--- src/rtl/mem_port_arbiter.sv ---
// Two-port (instruction/data) arbiter onto a single memory bridge port.
// Define ARB_ROUND_ROBIN_EN to alternate grants on ties; default is data-first priority.
module mem_port_arbiter (
   input  logic        clk,
   input  logic        resetn,
   input  logic        inst_req,
   input  logic [31:0] inst_addr,
   output logic [31:0] inst_rdata,
   output logic        inst_ready,
   input  logic        data_req,
   input  logic        data_wr,
   input  logic [1:0]  data_size,
   input  logic [3:0]  data_sel,
   input  logic [31:0] data_addr,
   input  logic [31:0] data_wdata,
   output logic [31:0] data_rdata,
   output logic        data_ready,
   output logic [31:0] mem_a,
   output logic        mem_access,
   output logic        mem_write,
   output logic [1:0]  mem_size,
   output logic [3:0]  mem_sel,
   output logic [31:0] mem_st_data,
   input  logic        mem_ready,
   input  logic [31:0] mem_data
);

   typedef enum logic [1:0] {IDLE, BUSY_I, BUSY_D, DONE} state_t;

   state_t state;
   logic   pick_d;

`ifdef ARB_ROUND_ROBIN_EN
   logic last_d;  // 1 when the data port held the most recent grant
   always_comb begin
      pick_d = data_req && (!inst_req || !last_d);
   end
`else
   always_comb begin
      pick_d = data_req;
   end
`endif

   always_ff @(posedge clk or negedge resetn) begin
      if (!resetn) begin
         state       <= IDLE;
         mem_access  <= 1'b0;
         mem_write   <= 1'b0;
         mem_a       <= '0;
         mem_size    <= '0;
         mem_sel     <= '0;
         mem_st_data <= '0;
         inst_ready  <= 1'b0;
         data_ready  <= 1'b0;
         inst_rdata  <= '0;
         data_rdata  <= '0;
`ifdef ARB_ROUND_ROBIN_EN
         last_d      <= 1'b0;
`endif
      end else begin
         case (state)
            IDLE: begin
               if (pick_d) begin
                  state       <= BUSY_D;
                  mem_access  <= 1'b1;
                  mem_write   <= data_wr;
                  mem_a       <= data_addr;
                  mem_size    <= data_size;
                  mem_sel     <= data_sel;
                  mem_st_data <= data_wdata;
`ifdef ARB_ROUND_ROBIN_EN
                  last_d      <= 1'b1;
`endif
               end else if (inst_req) begin
                  state       <= BUSY_I;
                  mem_access  <= 1'b1;
                  mem_write   <= 1'b0;
                  mem_a       <= inst_addr;
                  mem_size    <= 2'd2;
                  mem_sel     <= 4'hf;
                  mem_st_data <= '0;
`ifdef ARB_ROUND_ROBIN_EN
                  last_d      <= 1'b0;
`endif
               end
            end
            BUSY_I: begin
               if (mem_ready) begin
                  state      <= DONE;
                  mem_access <= 1'b0;
                  inst_rdata <= mem_data;
                  inst_ready <= 1'b1;
               end
            end
            BUSY_D: begin
               if (mem_ready) begin
                  state      <= DONE;
                  mem_access <= 1'b0;
                  data_ready <= 1'b1;
                  // stores leave the last load result visible
                  if (!mem_write) data_rdata <= mem_data;
               end
            end
            default: begin
               // DONE: ready pulse ends; the extra idle cycle keeps the bridge from re-triggering
               state      <= IDLE;
               inst_ready <= 1'b0;
               data_ready <= 1'b0;
            end
         endcase
      end
   end

endmodule

--- config.mk ---
export PLATFORM = sky130hd
export DESIGN_NAME = mem_port_arbiter
export DESIGN_NICKNAME = d
export VERILOG_FILES = /design/src/rtl/mem_port_arbiter.sv
export SDC_FILE = /design/constraint.sdc
export NUM_CORES = 1
export LEC_CHECK = 0
export ABC_AREA = 0
export BUFFER_PORTS_ARGS = -buffer_cell sky130_fd_sc_hd__buf_4
export CAP_MARGIN = 20
export CORE_ASPECT_RATIO = 0.7
export CORE_MARGIN = 3
export CORE_UTILIZATION = 40
export CTS_BUF_LIST = sky130_fd_sc_hd__clkbuf_16
export CTS_CLUSTER_SIZE = 12
export DETAILED_ROUTE_END_ITERATION = 7
export PLACE_DENSITY = 0.75
export RECOVER_POWER = 25
export SYNTH_ARGS = -nofsm -noshare
export SYNTH_HDL_FRONTEND = slang
export SYNTH_SLANG_ARGS = --single-unit
--- constraint.sdc ---
create_clock -name clk -period 1.9 [get_ports clk]
set_input_delay 0.475 -clock clk [delete_from_list [all_inputs] [get_ports clk]]
set_output_delay 0.475 -clock clk [all_outputs]
set_load 0.02 [all_outputs]
==> impl_metrics.toml <==
[status]
outcome = "finished clean"

[sta]
setup_tns_ps = 0
period_needed_ps = 1720
max_freq_mhz = 581
setup_viol = 0
drv_slew = 0
grt_setup_unrepaired = "false"
slew_headroom_pct = 47.0
worst_slew_pin_slew_ps = 795
clock_skew_ps = 15.9
hold_viol = 0
period_share_pct = 90.6

[cells_and_area]
nFillCells = 1037
multi_input_area_sq_um = 1900
fin_nets = 823
mostFrequentLayoutCell = "buf_4"
area_growth_pct = 53.0
post-route-cell-area_sq_um = 8510
antennaDiodeCount = 0
drive_gt1_share_pct = 55.9
stdcell_count = 875
final_cell_mix = "280 x buf_4, 140 x dfrtp_1, 65 x mux2_2, 34 x nand2_1, 34 x a22o_1"
regArea_sq_um = 3500

[yosys]
synth_top_family_by_area = "multiplexers"
synth_compound_area_share_pct = 10.1
ys_top_cells_by_area = "dfrtp_1 63%, mux2_2 13%, mux2i_1 5.8%"
synth.yosys.warnings = 0
syn-num-nets = 540
synthCells = 394
netlist.area_leader.share_pct = 63.0
syn_area_sq_um = 5560
synthAdderAreaFrac_pct = 1.35
synth_mux_area_share_pct = 19.3
ys_ff_latch = 140
avgSynthCellArea_sq_um = 14.1
synthDistinctLibCells = 26
yosys.area_share.simple_pct = 3.22
seq_area_frac_synth_pct = 63.0
yosys.area.top_type = "dfrtp_1"
synth-xor-area-share_pct = 0

[detailed_routing]
viasPerCell = 4.82
wl_per_cell_microns = 16.6
route.detailed.drc = 0
drt-total-wl_microns = 14600
vias = 4219
ant_nets = 0
drt_first_pass_iters = 4
drtIter0Drc = 121

[clock_tree]
root_buffer = "clkbuf_16"
cts_buffers = 17
cts_setup_buffers = 0
insertion_delay_ps = 410
htree_num_levels = 4
cts_resized = 0
clkSinkCount = 140
cts_tree = "built"
clk_pin_slew_ps = 60
cts_hold_buf = 1
clk_path_buf_depth = 2

[global_route]
overflow = 0
grt_start_max_net_pins = 59
grt_busiest_layer = "met2"
grt_util_met2_pct = 32.4
globalRouteMet3Util_pct = 4.98
grt_pass1_wl_microns = 23300
grt_use_met1_pct = 23.8
grt_pass1_vias = 4466
antenna_found_initial = 0
track_usage_pct = 18.9

[placement]
gp_congestion = 0.767
port_buffers = 277
dp_cells = 842
hpwl_microns = 11100
placed_area_sq_um = 7890

[hold_path]
hp-start = "data_sel[1]"
whs_path_depth = 2
hold_path_class = "primary input to flop"
hold_end = "mem_sel[1]"

[setup_path]
worstSetupEndpointType = "flop"
r2r_end = "mem_a[14]"
cp-start-kind = "flop"
cp_max_fo = 58
ff2ff_path_depth = 5
r2r_start = "state[0]"
worstPathRequired_ps = 2150
worst-endpoint-arrival_ps = 1970
rrSetupSlack_ps = 180
crit_type = "flop to flop"

[power]
peakVddDrop_v = 0.000844
p_per_area_nw_per_um2 = 1860
total_leakage_power_nw = 4.28

[die]
die_w_microns = 147
num_rows = 35
die_h_microns = 105
core_area_sq_um = 13400
io_pins = 278
die_area_sq_um = 15400
start_util_pct = 41.6

[job]
max-cap-violations = 0
stage by stage:
stage	utilization, %	worst slack (ps)	power [W]	hold slack [ps]
floorplan	-	378	0.00913	179
global placement	59.1	267	0.0122	383
detailed placement	59.1	179	0.0124	385
CTS	64.0	167	0.0160	267
global route	63.7	19.3	0.0167	268
finish	63.7	179	0.0158	287
synthesized netlist by cell type (all sizes together):
cell,count
inv,4
a22o,34
nand3b,1
mux2i,32
mux2,67
buf,19
nor3,1
a211oi,1
o21a,1
o22a,5
nor3b,1
o31ai,2
o21ai,33
nand2b,1
a21oi,4
nand2,34
and2,1
clkbuf,5
dfrtp,140
ha,6
nor2,2
final cells by class:
| class | instances | share of cell area (%) |
|---|---|---|
| timing repair buffer | 288 | 26.1 |
| tap | 185 | 2.72 |
| multi-input combinational | 226 | 22.3 |
| sequential | 140 | 41.2 |
| clock buffer | 17 | 5.00 |
| inverter | 4 | 0.176 |
| clock inverter | 15 | 2.51 |
worst max-delay path by stage:
stage,startpoint,slack [ps],cells after the start,end
floorplan,state[0],380,5,data_rdata[0]
global placement,state[0],270,5,mem_a[4]
detailed placement,state[0],180,5,mem_a[7]
CTS,state[0],170,5,mem_a[7]
global route,state[0],20,5,mem_a[9]
finish,state[0],180,5,mem_a[14]
registers in the layout, summed over array words and instances (netlist names):
name	cells
mem_st_data	32
mem_a	32
data_rdata	32
inst_rdata	32
state	2
inst_ready	1
mem_access	1
mem_size	2
mem_write	1
mem_sel	4
data_ready	1
per-layer routing:
metal / part of all wire [%] / routed length (microns)
met1: 41 / 5930
met2: 52 / 7550
met3: 6.1 / 895
met4: 1.3 / 191
met5: 0 / 0
power by group:
part / total (W) / switching (W) / internal [W]
Clock: 0.00353 / 0.00138 / 0.00214
Sequential: 0.00523 / 0.000813 / 0.00442
Combinational: 0.00705 / 0.00371 / 0.00334
Total: 0.0158 / 0.00590 / 0.00991
cell families (layout without fill, tap and decap cells):
group,Yosys count,in the layout
DFF,140,140
muxes,99,99
AOI/OAI and AO/OA,80,80
and+or+nand+nor,41,41
buffers and inverters,28,324
adders and majority gates,6,6
critical path, cell delays in order, from the launching register on:
cell     delay, ps
dfrtp_1        410
inv_1          100
ha_1           290
o21ai_4        110
buf_4          470
o21ai_0        200
No activity file was read; power rests on OpenSTA's default activity.
